--- src/rtl/axi_arb_pkg.sv ---
// Shared types for the two-master AXI4 arbiter.
// States of the read and write path FSMs plus master count.
package axi_arb_pkg;

  localparam int NUM_MASTERS = 2;

  typedef enum logic [1:0] {
    R_IDLE,
    R_ADDR,
    R_DATA
  } rd_state_t;

  typedef enum logic [1:0] {
    W_IDLE,
    W_XFER,
    W_RESP
  } wr_state_t;

endpackage

--- src/rtl/axi_if.sv ---
// AXI4 bundle (addr/data 32, id 4, len 8) with arbiter-side modports.
// in: arbiter acts as slave; out: arbiter acts as master.
interface axi_if #(
  parameter int AW = 32,
  parameter int DW = 32,
  parameter int IW = 4
);
  logic          arvalid;
  logic          arready;
  logic [AW-1:0] araddr;
  logic [IW-1:0] arid;
  logic [7:0]    arlen;
  logic [2:0]    arsize;
  logic [1:0]    arburst;

  logic          rvalid;
  logic          rready;
  logic [DW-1:0] rdata;
  logic [1:0]    rresp;
  logic          rlast;
  logic [IW-1:0] rid;

  logic          awvalid;
  logic          awready;
  logic [AW-1:0] awaddr;
  logic [IW-1:0] awid;
  logic [7:0]    awlen;
  logic [2:0]    awsize;
  logic [1:0]    awburst;

  logic            wvalid;
  logic            wready;
  logic [DW-1:0]   wdata;
  logic [DW/8-1:0] wstrb;
  logic            wlast;

  logic          bvalid;
  logic          bready;
  logic [1:0]    bresp;
  logic [IW-1:0] bid;

  modport in (
    input  arvalid, araddr, arid, arlen, arsize, arburst,
    output arready,
    output rvalid, rdata, rresp, rlast, rid,
    input  rready,
    input  awvalid, awaddr, awid, awlen, awsize, awburst,
    output awready,
    input  wvalid, wdata, wstrb, wlast,
    output wready,
    output bvalid, bresp, bid,
    input  bready
  );

  modport out (
    output arvalid, araddr, arid, arlen, arsize, arburst,
    input  arready,
    input  rvalid, rdata, rresp, rlast, rid,
    output rready,
    output awvalid, awaddr, awid, awlen, awsize, awburst,
    input  awready,
    output wvalid, wdata, wstrb, wlast,
    input  wready,
    input  bvalid, bresp, bid,
    output bready
  );
endinterface

--- src/rtl/axi_arb_pick.sv ---
// Two-way request picker: fixed priority, or round-robin tie
// break on the last winner when AXI_ARB_RR_EN is defined.
module axi_arb_pick
  import axi_arb_pkg::*;
#(
  parameter int PRIO_MASTER = 1
) (
  input  logic [NUM_MASTERS-1:0] req_i,
  input  logic                   last_i,
  output logic                   idx_o,
  output logic                   valid_o
);

  logic tie;

`ifdef AXI_ARB_RR_EN
  assign tie = ~last_i;
`else
  logic unused_last;
  assign unused_last = last_i;
  assign tie = (PRIO_MASTER != 0);
`endif

  always_comb begin
    valid_o = |req_i;
    idx_o   = 1'b0;
    unique case (1'b1)
      (req_i == 2'b11): idx_o = tie;
      (req_i == 2'b10): idx_o = 1'b1;
      default:          idx_o = 1'b0;
    endcase
  end

endmodule

--- src/rtl/axi_arbiter.sv ---
// IFU/LSU to one-port AXI4 arbiter, independent read and write paths.
// AXI_ARB_RR_EN selects round-robin tie-breaking per path.
module axi_arbiter
  import axi_arb_pkg::*;
#(
  parameter int PRIO_MASTER = 1
) (
  input logic clock,
  input logic reset,
  axi_if.in   in0,
  axi_if.in   in1,
  axi_if.out  out
);

  rd_state_t rstate_q, rstate_d;
  wr_state_t wstate_q, wstate_d;
  logic rgnt_q, rgnt_d;
  logic wgnt_q, wgnt_d;
  logic aw_done_q, aw_done_d;
  logic w_done_q, w_done_d;

  logic rpick_idx, rpick_v;
  logic wpick_idx, wpick_v;
  logic rlast_win, wlast_win;

  axi_arb_pick #(.PRIO_MASTER(PRIO_MASTER)) u_rpick (
    .req_i   ({in1.arvalid, in0.arvalid}),
    .last_i  (rlast_win),
    .idx_o   (rpick_idx),
    .valid_o (rpick_v)
  );

  axi_arb_pick #(.PRIO_MASTER(PRIO_MASTER)) u_wpick (
    .req_i   ({in1.awvalid, in0.awvalid}),
    .last_i  (wlast_win),
    .idx_o   (wpick_idx),
    .valid_o (wpick_v)
  );

`ifdef AXI_ARB_RR_EN
  logic rwin_q, wwin_q;

  always_ff @(posedge clock or posedge reset) begin
    if (reset) begin
      rwin_q <= 1'b0;
      wwin_q <= 1'b0;
    end else begin
      if (rstate_q == R_IDLE && rpick_v)
        rwin_q <= rpick_idx;
      if (wstate_q == W_IDLE && wpick_v)
        wwin_q <= wpick_idx;
    end
  end

  assign rlast_win = rwin_q;
  assign wlast_win = wwin_q;
`else
  assign rlast_win = 1'b0;
  assign wlast_win = 1'b0;
`endif

  // Payload muxes follow the grant; valids are gated by the FSMs.
  assign out.araddr  = rgnt_q ? in1.araddr  : in0.araddr;
  assign out.arid    = rgnt_q ? in1.arid    : in0.arid;
  assign out.arlen   = rgnt_q ? in1.arlen   : in0.arlen;
  assign out.arsize  = rgnt_q ? in1.arsize  : in0.arsize;
  assign out.arburst = rgnt_q ? in1.arburst : in0.arburst;

  assign out.awaddr  = wgnt_q ? in1.awaddr  : in0.awaddr;
  assign out.awid    = wgnt_q ? in1.awid    : in0.awid;
  assign out.awlen   = wgnt_q ? in1.awlen   : in0.awlen;
  assign out.awsize  = wgnt_q ? in1.awsize  : in0.awsize;
  assign out.awburst = wgnt_q ? in1.awburst : in0.awburst;
  assign out.wdata   = wgnt_q ? in1.wdata   : in0.wdata;
  assign out.wstrb   = wgnt_q ? in1.wstrb   : in0.wstrb;
  assign out.wlast   = wgnt_q ? in1.wlast   : in0.wlast;

  assign in0.rdata = out.rdata;
  assign in0.rresp = out.rresp;
  assign in0.rlast = out.rlast;
  assign in0.rid   = out.rid;
  assign in1.rdata = out.rdata;
  assign in1.rresp = out.rresp;
  assign in1.rlast = out.rlast;
  assign in1.rid   = out.rid;
  assign in0.bresp = out.bresp;
  assign in0.bid   = out.bid;
  assign in1.bresp = out.bresp;
  assign in1.bid   = out.bid;

  logic ar_v_sel, r_rdy_sel;
  logic aw_v_sel, w_v_sel, w_last_sel, b_rdy_sel;

  assign ar_v_sel   = rgnt_q ? in1.arvalid : in0.arvalid;
  assign r_rdy_sel  = rgnt_q ? in1.rready  : in0.rready;
  assign aw_v_sel   = wgnt_q ? in1.awvalid : in0.awvalid;
  assign w_v_sel    = wgnt_q ? in1.wvalid  : in0.wvalid;
  assign w_last_sel = wgnt_q ? in1.wlast   : in0.wlast;
  assign b_rdy_sel  = wgnt_q ? in1.bready  : in0.bready;

  always_comb begin
    rstate_d    = rstate_q;
    rgnt_d      = rgnt_q;
    out.arvalid = 1'b0;
    out.rready  = 1'b0;
    in0.arready = 1'b0;
    in1.arready = 1'b0;
    in0.rvalid  = 1'b0;
    in1.rvalid  = 1'b0;
    unique case (rstate_q)
      R_IDLE: begin
        if (rpick_v) begin
          rgnt_d   = rpick_idx;
          rstate_d = R_ADDR;
        end
      end
      R_ADDR: begin
        out.arvalid = ar_v_sel;
        if (rgnt_q) in1.arready = out.arready;
        else        in0.arready = out.arready;
        if (ar_v_sel && out.arready)
          rstate_d = R_DATA;
      end
      R_DATA: begin
        out.rready = r_rdy_sel;
        if (rgnt_q) in1.rvalid = out.rvalid;
        else        in0.rvalid = out.rvalid;
        if (out.rvalid && r_rdy_sel && out.rlast)
          rstate_d = R_IDLE;
      end
      default: rstate_d = R_IDLE;
    endcase
  end

  logic aw_hs, w_hs_last;

  assign aw_hs     = !aw_done_q && aw_v_sel && out.awready;
  assign w_hs_last = !w_done_q && w_v_sel && out.wready && w_last_sel;

  always_comb begin
    wstate_d    = wstate_q;
    wgnt_d      = wgnt_q;
    aw_done_d   = aw_done_q;
    w_done_d    = w_done_q;
    out.awvalid = 1'b0;
    out.wvalid  = 1'b0;
    out.bready  = 1'b0;
    in0.awready = 1'b0;
    in1.awready = 1'b0;
    in0.wready  = 1'b0;
    in1.wready  = 1'b0;
    in0.bvalid  = 1'b0;
    in1.bvalid  = 1'b0;
    unique case (wstate_q)
      W_IDLE: begin
        aw_done_d = 1'b0;
        w_done_d  = 1'b0;
        if (wpick_v) begin
          wgnt_d   = wpick_idx;
          wstate_d = W_XFER;
        end
      end
      W_XFER: begin
        out.awvalid = !aw_done_q && aw_v_sel;
        out.wvalid  = !w_done_q && w_v_sel;
        if (wgnt_q) begin
          in1.awready = !aw_done_q && out.awready;
          in1.wready  = !w_done_q && out.wready;
        end else begin
          in0.awready = !aw_done_q && out.awready;
          in0.wready  = !w_done_q && out.wready;
        end
        aw_done_d = aw_done_q || aw_hs;
        w_done_d  = w_done_q || w_hs_last;
        if (aw_done_d && w_done_d)
          wstate_d = W_RESP;
      end
      W_RESP: begin
        out.bready = b_rdy_sel;
        if (wgnt_q) in1.bvalid = out.bvalid;
        else        in0.bvalid = out.bvalid;
        if (out.bvalid && b_rdy_sel)
          wstate_d = W_IDLE;
      end
      default: wstate_d = W_IDLE;
    endcase
  end

  always_ff @(posedge clock or posedge reset) begin
    if (reset) begin
      rstate_q  <= R_IDLE;
      rgnt_q    <= 1'b0;
      wstate_q  <= W_IDLE;
      wgnt_q    <= 1'b0;
      aw_done_q <= 1'b0;
      w_done_q  <= 1'b0;
    end else begin
      rstate_q  <= rstate_d;
      rgnt_q    <= rgnt_d;
      wstate_q  <= wstate_d;
      wgnt_q    <= wgnt_d;
      aw_done_q <= aw_done_d;
      w_done_q  <= w_done_d;
    end
  end

endmodule

--- src/flat_wrapper.sv ---
// flat-port wrapper written by rule: the top's interface ports become plain ports
module axi_arbiter_flat import axi_arb_pkg::*;
#(
  parameter int PRIO_MASTER = 1
)
  (clock, reset, in0_arvalid, in0_araddr, in0_arid, in0_arlen, in0_arsize, in0_arburst, in0_arready, in0_rvalid, in0_rdata, in0_rresp, in0_rlast, in0_rid, in0_rready, in0_awvalid, in0_awaddr, in0_awid, in0_awlen, in0_awsize, in0_awburst, in0_awready, in0_wvalid, in0_wdata, in0_wstrb, in0_wlast, in0_wready, in0_bvalid, in0_bresp, in0_bid, in0_bready, in1_arvalid, in1_araddr, in1_arid, in1_arlen, in1_arsize, in1_arburst, in1_arready, in1_rvalid, in1_rdata, in1_rresp, in1_rlast, in1_rid, in1_rready, in1_awvalid, in1_awaddr, in1_awid, in1_awlen, in1_awsize, in1_awburst, in1_awready, in1_wvalid, in1_wdata, in1_wstrb, in1_wlast, in1_wready, in1_bvalid, in1_bresp, in1_bid, in1_bready, out_arvalid, out_araddr, out_arid, out_arlen, out_arsize, out_arburst, out_arready, out_rvalid, out_rdata, out_rresp, out_rlast, out_rid, out_rready, out_awvalid, out_awaddr, out_awid, out_awlen, out_awsize, out_awburst, out_awready, out_wvalid, out_wdata, out_wstrb, out_wlast, out_wready, out_bvalid, out_bresp, out_bid, out_bready);
  axi_if in0_i ();
  axi_if in1_i ();
  axi_if out_i ();
  input logic clock;
  input logic reset;
  input wire logic [$bits(in0_i.arvalid)-1:0] in0_arvalid;
  input wire logic [$bits(in0_i.araddr)-1:0] in0_araddr;
  input wire logic [$bits(in0_i.arid)-1:0] in0_arid;
  input wire logic [$bits(in0_i.arlen)-1:0] in0_arlen;
  input wire logic [$bits(in0_i.arsize)-1:0] in0_arsize;
  input wire logic [$bits(in0_i.arburst)-1:0] in0_arburst;
  output wire logic [$bits(in0_i.arready)-1:0] in0_arready;
  output wire logic [$bits(in0_i.rvalid)-1:0] in0_rvalid;
  output wire logic [$bits(in0_i.rdata)-1:0] in0_rdata;
  output wire logic [$bits(in0_i.rresp)-1:0] in0_rresp;
  output wire logic [$bits(in0_i.rlast)-1:0] in0_rlast;
  output wire logic [$bits(in0_i.rid)-1:0] in0_rid;
  input wire logic [$bits(in0_i.rready)-1:0] in0_rready;
  input wire logic [$bits(in0_i.awvalid)-1:0] in0_awvalid;
  input wire logic [$bits(in0_i.awaddr)-1:0] in0_awaddr;
  input wire logic [$bits(in0_i.awid)-1:0] in0_awid;
  input wire logic [$bits(in0_i.awlen)-1:0] in0_awlen;
  input wire logic [$bits(in0_i.awsize)-1:0] in0_awsize;
  input wire logic [$bits(in0_i.awburst)-1:0] in0_awburst;
  output wire logic [$bits(in0_i.awready)-1:0] in0_awready;
  input wire logic [$bits(in0_i.wvalid)-1:0] in0_wvalid;
  input wire logic [$bits(in0_i.wdata)-1:0] in0_wdata;
  input wire logic [$bits(in0_i.wstrb)-1:0] in0_wstrb;
  input wire logic [$bits(in0_i.wlast)-1:0] in0_wlast;
  output wire logic [$bits(in0_i.wready)-1:0] in0_wready;
  output wire logic [$bits(in0_i.bvalid)-1:0] in0_bvalid;
  output wire logic [$bits(in0_i.bresp)-1:0] in0_bresp;
  output wire logic [$bits(in0_i.bid)-1:0] in0_bid;
  input wire logic [$bits(in0_i.bready)-1:0] in0_bready;
  input wire logic [$bits(in1_i.arvalid)-1:0] in1_arvalid;
  input wire logic [$bits(in1_i.araddr)-1:0] in1_araddr;
  input wire logic [$bits(in1_i.arid)-1:0] in1_arid;
  input wire logic [$bits(in1_i.arlen)-1:0] in1_arlen;
  input wire logic [$bits(in1_i.arsize)-1:0] in1_arsize;
  input wire logic [$bits(in1_i.arburst)-1:0] in1_arburst;
  output wire logic [$bits(in1_i.arready)-1:0] in1_arready;
  output wire logic [$bits(in1_i.rvalid)-1:0] in1_rvalid;
  output wire logic [$bits(in1_i.rdata)-1:0] in1_rdata;
  output wire logic [$bits(in1_i.rresp)-1:0] in1_rresp;
  output wire logic [$bits(in1_i.rlast)-1:0] in1_rlast;
  output wire logic [$bits(in1_i.rid)-1:0] in1_rid;
  input wire logic [$bits(in1_i.rready)-1:0] in1_rready;
  input wire logic [$bits(in1_i.awvalid)-1:0] in1_awvalid;
  input wire logic [$bits(in1_i.awaddr)-1:0] in1_awaddr;
  input wire logic [$bits(in1_i.awid)-1:0] in1_awid;
  input wire logic [$bits(in1_i.awlen)-1:0] in1_awlen;
  input wire logic [$bits(in1_i.awsize)-1:0] in1_awsize;
  input wire logic [$bits(in1_i.awburst)-1:0] in1_awburst;
  output wire logic [$bits(in1_i.awready)-1:0] in1_awready;
  input wire logic [$bits(in1_i.wvalid)-1:0] in1_wvalid;
  input wire logic [$bits(in1_i.wdata)-1:0] in1_wdata;
  input wire logic [$bits(in1_i.wstrb)-1:0] in1_wstrb;
  input wire logic [$bits(in1_i.wlast)-1:0] in1_wlast;
  output wire logic [$bits(in1_i.wready)-1:0] in1_wready;
  output wire logic [$bits(in1_i.bvalid)-1:0] in1_bvalid;
  output wire logic [$bits(in1_i.bresp)-1:0] in1_bresp;
  output wire logic [$bits(in1_i.bid)-1:0] in1_bid;
  input wire logic [$bits(in1_i.bready)-1:0] in1_bready;
  output wire logic [$bits(out_i.arvalid)-1:0] out_arvalid;
  output wire logic [$bits(out_i.araddr)-1:0] out_araddr;
  output wire logic [$bits(out_i.arid)-1:0] out_arid;
  output wire logic [$bits(out_i.arlen)-1:0] out_arlen;
  output wire logic [$bits(out_i.arsize)-1:0] out_arsize;
  output wire logic [$bits(out_i.arburst)-1:0] out_arburst;
  input wire logic [$bits(out_i.arready)-1:0] out_arready;
  input wire logic [$bits(out_i.rvalid)-1:0] out_rvalid;
  input wire logic [$bits(out_i.rdata)-1:0] out_rdata;
  input wire logic [$bits(out_i.rresp)-1:0] out_rresp;
  input wire logic [$bits(out_i.rlast)-1:0] out_rlast;
  input wire logic [$bits(out_i.rid)-1:0] out_rid;
  output wire logic [$bits(out_i.rready)-1:0] out_rready;
  output wire logic [$bits(out_i.awvalid)-1:0] out_awvalid;
  output wire logic [$bits(out_i.awaddr)-1:0] out_awaddr;
  output wire logic [$bits(out_i.awid)-1:0] out_awid;
  output wire logic [$bits(out_i.awlen)-1:0] out_awlen;
  output wire logic [$bits(out_i.awsize)-1:0] out_awsize;
  output wire logic [$bits(out_i.awburst)-1:0] out_awburst;
  input wire logic [$bits(out_i.awready)-1:0] out_awready;
  output wire logic [$bits(out_i.wvalid)-1:0] out_wvalid;
  output wire logic [$bits(out_i.wdata)-1:0] out_wdata;
  output wire logic [$bits(out_i.wstrb)-1:0] out_wstrb;
  output wire logic [$bits(out_i.wlast)-1:0] out_wlast;
  input wire logic [$bits(out_i.wready)-1:0] out_wready;
  input wire logic [$bits(out_i.bvalid)-1:0] out_bvalid;
  input wire logic [$bits(out_i.bresp)-1:0] out_bresp;
  input wire logic [$bits(out_i.bid)-1:0] out_bid;
  output wire logic [$bits(out_i.bready)-1:0] out_bready;
  assign in0_i.arvalid = in0_arvalid;
  assign in0_i.araddr = in0_araddr;
  assign in0_i.arid = in0_arid;
  assign in0_i.arlen = in0_arlen;
  assign in0_i.arsize = in0_arsize;
  assign in0_i.arburst = in0_arburst;
  assign in0_arready = in0_i.arready;
  assign in0_rvalid = in0_i.rvalid;
  assign in0_rdata = in0_i.rdata;
  assign in0_rresp = in0_i.rresp;
  assign in0_rlast = in0_i.rlast;
  assign in0_rid = in0_i.rid;
  assign in0_i.rready = in0_rready;
  assign in0_i.awvalid = in0_awvalid;
  assign in0_i.awaddr = in0_awaddr;
  assign in0_i.awid = in0_awid;
  assign in0_i.awlen = in0_awlen;
  assign in0_i.awsize = in0_awsize;
  assign in0_i.awburst = in0_awburst;
  assign in0_awready = in0_i.awready;
  assign in0_i.wvalid = in0_wvalid;
  assign in0_i.wdata = in0_wdata;
  assign in0_i.wstrb = in0_wstrb;
  assign in0_i.wlast = in0_wlast;
  assign in0_wready = in0_i.wready;
  assign in0_bvalid = in0_i.bvalid;
  assign in0_bresp = in0_i.bresp;
  assign in0_bid = in0_i.bid;
  assign in0_i.bready = in0_bready;
  assign in1_i.arvalid = in1_arvalid;
  assign in1_i.araddr = in1_araddr;
  assign in1_i.arid = in1_arid;
  assign in1_i.arlen = in1_arlen;
  assign in1_i.arsize = in1_arsize;
  assign in1_i.arburst = in1_arburst;
  assign in1_arready = in1_i.arready;
  assign in1_rvalid = in1_i.rvalid;
  assign in1_rdata = in1_i.rdata;
  assign in1_rresp = in1_i.rresp;
  assign in1_rlast = in1_i.rlast;
  assign in1_rid = in1_i.rid;
  assign in1_i.rready = in1_rready;
  assign in1_i.awvalid = in1_awvalid;
  assign in1_i.awaddr = in1_awaddr;
  assign in1_i.awid = in1_awid;
  assign in1_i.awlen = in1_awlen;
  assign in1_i.awsize = in1_awsize;
  assign in1_i.awburst = in1_awburst;
  assign in1_awready = in1_i.awready;
  assign in1_i.wvalid = in1_wvalid;
  assign in1_i.wdata = in1_wdata;
  assign in1_i.wstrb = in1_wstrb;
  assign in1_i.wlast = in1_wlast;
  assign in1_wready = in1_i.wready;
  assign in1_bvalid = in1_i.bvalid;
  assign in1_bresp = in1_i.bresp;
  assign in1_bid = in1_i.bid;
  assign in1_i.bready = in1_bready;
  assign out_arvalid = out_i.arvalid;
  assign out_araddr = out_i.araddr;
  assign out_arid = out_i.arid;
  assign out_arlen = out_i.arlen;
  assign out_arsize = out_i.arsize;
  assign out_arburst = out_i.arburst;
  assign out_i.arready = out_arready;
  assign out_i.rvalid = out_rvalid;
  assign out_i.rdata = out_rdata;
  assign out_i.rresp = out_rresp;
  assign out_i.rlast = out_rlast;
  assign out_i.rid = out_rid;
  assign out_rready = out_i.rready;
  assign out_awvalid = out_i.awvalid;
  assign out_awaddr = out_i.awaddr;
  assign out_awid = out_i.awid;
  assign out_awlen = out_i.awlen;
  assign out_awsize = out_i.awsize;
  assign out_awburst = out_i.awburst;
  assign out_i.awready = out_awready;
  assign out_wvalid = out_i.wvalid;
  assign out_wdata = out_i.wdata;
  assign out_wstrb = out_i.wstrb;
  assign out_wlast = out_i.wlast;
  assign out_i.wready = out_wready;
  assign out_i.bvalid = out_bvalid;
  assign out_i.bresp = out_bresp;
  assign out_i.bid = out_bid;
  assign out_bready = out_i.bready;
  axi_arbiter #(.PRIO_MASTER(PRIO_MASTER)) u_core (.clock(clock), .reset(reset), .in0(in0_i), .in1(in1_i), .out(out_i));
endmodule
--- config.mk ---
export PLATFORM = sky130hd
export DESIGN_NAME = axi_arbiter_flat
export DESIGN_NICKNAME = d
export VERILOG_FILES = /design/src/rtl/axi_arb_pkg.sv /design/src/rtl/axi_if.sv /design/src/rtl/axi_arb_pick.sv /design/src/rtl/axi_arbiter.sv /design/src/flat_wrapper.sv
export SDC_FILE = /design/constraint.sdc
export NUM_CORES = 1
export LEC_CHECK = 0
export BUFFER_PORTS_ARGS = -buffer_cell sky130_fd_sc_hd__buf_4
export CORE_AREA = 3 3 224 226
export CTS_CLUSTER_DIAMETER = 50
export DETAILED_ROUTE_END_ITERATION = 10
export DIE_AREA = 0 0 227 229
export SETUP_SLACK_MARGIN = 0.5
export SLEW_MARGIN = 0
export SYNTH_ARGS = -nofsm -noshare
export SYNTH_HDL_FRONTEND = slang
export SYNTH_SLANG_ARGS = --single-unit
--- constraint.sdc ---
create_clock -name clock -period 3.8 [get_ports clock]
set_clock_uncertainty 0.2 [all_clocks]
set_input_delay 0.76 -clock clock [delete_from_list [all_inputs] [get_ports clock]]
set_output_delay 0.76 -clock clock [all_outputs]
set_load 0.03 [all_outputs]
Yosys cells after proc, flatten, opt, wreduce, memory -nomap -nowiden
Index checks and enable logic that the tools add are counted.
Word-level totals
  register bits after elaboration: 8
  latch bits: 0
  memory bits (writable): 0
  memory bits (read-only): 0
  output and inout bits: 240
  word-level logic and storage cells: 102
  memories kept: 0
Operators by class
  $add $sub $neg: 0
  $mul: 0
  div/mod/pow operators: 0
  order comparisons: 0
  equal/unequal tests: 14
  shift operators: 0
  mux-type cells: 55
  bitwise operators: 0
  reduce and logical (&&, ||, !) cells: 27
Operators by type and width (number)
  32-bit 2-to-1 mux: 3
  1-bit 2-to-1 mux: 33
  2-bit 2-to-1 mux: 8
  8-bit 2-to-1 mux: 2
  2-bit == test (second input constant): 6
  1-bit logical AND: 12
  4-bit 2-to-1 mux: 3
  2-bit one-hot mux with 3 select lines: 2
  2-bit by 1-bit != test with 1-bit output (second input constant): 5
  2-bit OR reduction: 4
  3-bit 2-to-1 mux: 2
  3-bit AND reduction: 2
  2-bit by 1-bit == test with 1-bit output (second input constant): 2
  2-bit zero test: 2
  1-bit one-hot mux with 2 select lines: 2
  2-bit AND reduction: 2
  1-bit zero test: 2
  1-bit logical OR: 2
  2-bit != test (second input constant): 1
  2-bit nonzero test: 1

Depth between registers and ports, before layout
  depth in word-level cells: 8
  mapped depth: 4
  depth with buffers taken out: 3

By module
A second synthesis with hierarchy kept.
Unflattened totals
  cell total of the unflattened synthesis: 307
  area total of the unflattened synthesis: 2925.3 um^2
Modules (own cells, without submodules)
  axi_arbiter: times used 1, cells an instance 303, area each 2905.3 um^2
  axi_arb_pick: times used 2, cells an instance 2, area each 10.0 um^2

Worst setup path after synthesis
No wires, ideal clock.
  path kind: reg2out
  from: register u_core.wgnt_q
  to: output port in0_awready
  arrival: 1.822 ns
  setup slack: 1.018 ns
  cell stages (with the launch flop): 5
  buffers on the path: 3
  path through: dfrtp_1 > buf_6 > buf_4 > buf_6 > nor4b_1
On the way
  longest elaborated chain between the ends: 2
RTL lines
  from (decl): RTL line axi_arbiter.sv:18  | logic wgnt_q, wgnt_d;
  from (signal assigned): RTL line axi_arbiter.sv:201  | wgnt_q <= wgnt_d;
  1-bit 2-to-1 mux: RTL line axi_arbiter.sv:166  | if (wgnt_q) begin
  1-bit 2-to-1 mux: RTL line axi_arbiter.sv:154  | unique case (wstate_q)
  to (decl): RTL line flat_wrapper.sv:31  | output wire logic [$bits(in0_i.awready)-1:0] in0_awready;
Every way passes these cells.

Worst setup path in the final report
  from: register u_core.rgnt_q
  to: output port out_araddr[18]
On the way
  longest elaborated chain between the ends: 1
RTL lines
  from (decl): RTL line axi_arbiter.sv:17  | logic rgnt_q, rgnt_d;
  from (signal assigned): RTL line axi_arbiter.sv:199  | rgnt_q <= rgnt_d;
  32-bit 2-to-1 mux: RTL line axi_arbiter.sv:63  | assign out.araddr = rgnt_q ? in1.araddr : in0.araddr;
  to (decl): RTL line flat_wrapper.sv:71  | output wire logic [$bits(out_i.araddr)-1:0] out_araddr;
Every way passes these cells.

==> qor.yml <==
critical_path:
  path_class: "reg -> out"
  cp_data_arrival_time_ns: 1.91
  crit_required_ns: 2.84
  r2r-end: "u_core.wstate_q[1]"
  rr_worst_depth: 3
  cp-end-kind: "output pin"
  cp_max_fo: 44
  reg2reg_slack_ns: 2.00
  reg2reg_from: "u_core.wgnt_q"
  start_kind: "flop"
grt:
  grt_max_degree: 53
  overflow: 0
  antenna_found_initial: 3
  first_global_vias: 3623
  grt_usage_pct: 5.24
  grt_pass1_wl_mm: 20.3
synth:
  synth_edf_count: 0
  syn_area_sq_um: 2890
  avgSynthCellArea_sq_um: 9.54
  async_reset_ff_share_pct: 100
  syn-instance-count: 303
  ys_seq_area_share_pct: 6.92
  ys.warnings.count: 0
  ys_ff_latch: 8
  synth_area_leaders: "mux2_2, buf_4, dfrtp_1"
  syn_nets: 635
  synth.distinct_cells: 25
  synthFlopType: "dfrtp_1"
  yosys.area.top_type: "mux2_2"
  synth_top_area_share_pct: 52.2
route:
  drt_pass1_iterations: 4
  antenna_left: 0
  via_per_inst: 2.87
  drc: 0
  drt_wl_total_mm: 16.1
  first_iter_violations: 61
  wl_per_cell_microns: 12.7
  vias: 3633
floorplan:
  io_pins: 572
  rows: 81
  die_y_microns: 229
  die_area_sq_um: 52000
  initial_utilization_pct: 5.96
  coreArea_sq_um: 48500
  die_w_microns: 227
timing:
  fin_setup_tns_ns: 0
  min_period_ns: 2.87
  max_freq_mhz: 349
  slew_viol_final: 0
  final_hold_viol_count: 0
  worst_slack_ns: 0.933
  worst_pin_slew_ns: 0.525
  rsz0062_at_grt: "false"
  period_share_pct: 75.4
  slew_headroom_pct: 65.0
  holdWs_ns: 0.272
  setup_viol: 0
run_status:
  status: "finished clean"
min_path:
  hp-class: "reg -> reg"
  hold_depth: 1
  worstHoldStart: "u_core.rstate_q[1]"
  hold_end: "u_core.rstate_q[0]"
pwr:
  power_switching_mw: 1.92
  p_seq_share_pct: 7.1
  ir_drop_mv: 0.389
  p_leak_nw: 2.95
  pwr-share-clk_pct: 5.3
  pwr-share-comb_pct: 87.6
  intPower_mw: 1.72
  power.density_nw_per_um2: 581
  p_sw_share_pct: 52.6
place:
  pre_cts_slack_ns: 1.15
  globalplace.congestion: 0.963
  hpwl_mm: 14.6
  dpl.cell_count: 1260
  numPortBuffers: 439
cts:
  root_buffer: "clkbuf_16"
  insertion_delay_ns: 0.24
  clock-sinks: 8
  clk_pin_slew_ns: 0.04
  numCtsBuffers: 3
  h-tree-depth: 1
  ctsLongestPathBuffers: 2
  cts_setup_buffers: 0
  cts_resized: 0
  cts_tree: "built"
  hold_buffers: 0
flow_run:
  maxCapViolCount: 0
finish:
  drive_above_1_share_pct: 91.3
  syn2layout_area_growth_pct: 117
  nNetsFinal: 975
  instances_no_fill: 1264
==> power by group through the flow <==
stage / logic (mW) / clock network (mW) / registers [mW]
finish: 3.19 / 0.191 / 0.260
global route: 3.35 / 0.209 / 0.276
CTS: 3.22 / 0.205 / 0.262
detailed placement: 3.21 / 0 / 0.262
global placement: 3.19 / 0 / 0.257
floorplan: 2.40 / 0 / 0.155
==> cells in the final DEF (no fill, tap or decap), types with 3 or more instances in the layout <==
| master | n |
|---|---|
| mux2_4 | 3 |
| nor2_1 | 8 |
| nor2b_1 | 6 |
| inv_1 | 3 |
| nor3b_1 | 3 |
| mux2i_1 | 3 |
| and3_1 | 3 |
| buf_4 | 441 |
| clkbuf_16 | 3 |
| dfrtp_1 | 6 |
| mux2_2 | 134 |
| nand2_1 | 8 |
==> state kept, by name (all words and copies together) (netlist names) <==
signal            flops
u_core.w_done_q       1
u_core.wgnt_q         1
u_core.rgnt_q         1
u_core.rstate_q       2
u_core.aw_done_q      1
u_core.wstate_q       2
==> layout make-up <==
type	instances	area (sq um)
well taps	622	778
multi-input cells	185	1860
fillers	5528	42300
diodes	1	2.50
clock buffers	3	75.1
repair buffers	442	3330
inverters	3	11.3
flip-flops and latches	8	205
==> through the flow <==
stage	cell area [sq um]	power [mW]	util, %
floorplan	2890	2.56	-
global placement	6190	3.45	12.7
detailed placement	6190	3.48	12.7
CTS	6260	3.69	12.9
global route	6260	3.83	12.9
finish	6260	3.64	12.9
==> synth_stat cells, types with 2 or more instances <==
cell,count
nor2_1,8
mux2i_1,3
and3_1,3
mux2_2,134
buf_6,9
o32ai_1,2
nor2b_1,6
o21ai_0,2
a21oi_1,2
inv_1,3
dfrtp_1,8
a22o_1,2
nor3b_1,3
mux2_4,3
buf_2,7
buf_4,91
and2_1,2
nand2_1,8
==> cell families after synthesis <==
logic type,synth area share [%]
compound gates,3.29
buf+inv,28.7
flops,6.92
mux,54.8
simple gates,6.27
==> routing by layer <==
layer  track usage (%)  vias to the layer above  part of all wire, %
li1                  -                     1659                    -
met1              4.61                     1610                   32
met2              11.0                      348                   54
met3              2.08                       14                   14
met4             0.902                        2                  1.2
met5                 0                        -                0.081
==> how the worst max path moves through the flow <==
stage	startpoint	slack (ns)	to
6_report	u_core.rgnt_q	0.93	out_araddr[18]
5_1_grt	u_core.rgnt_q	0.85	out_araddr[3]
4_1_cts	u_core.rgnt_q	0.89	out_araddr[18]
3_5_place_dp	u_core.rgnt_q	1.15	out_araddr[18]
3_3_place_gp	u_core.rgnt_q	1.18	out_araddr[18]
2_1_floorplan	u_core.wgnt_q	1.02	in0_awready
==> worst max-delay path, stage by stage (launching register included) <==
cell and delay [ns]:
dfrtp_2 0.53, buf_4 0.50, mux2_2 0.44, buf_4 0.18
Power figures use the tool's default switching activity.
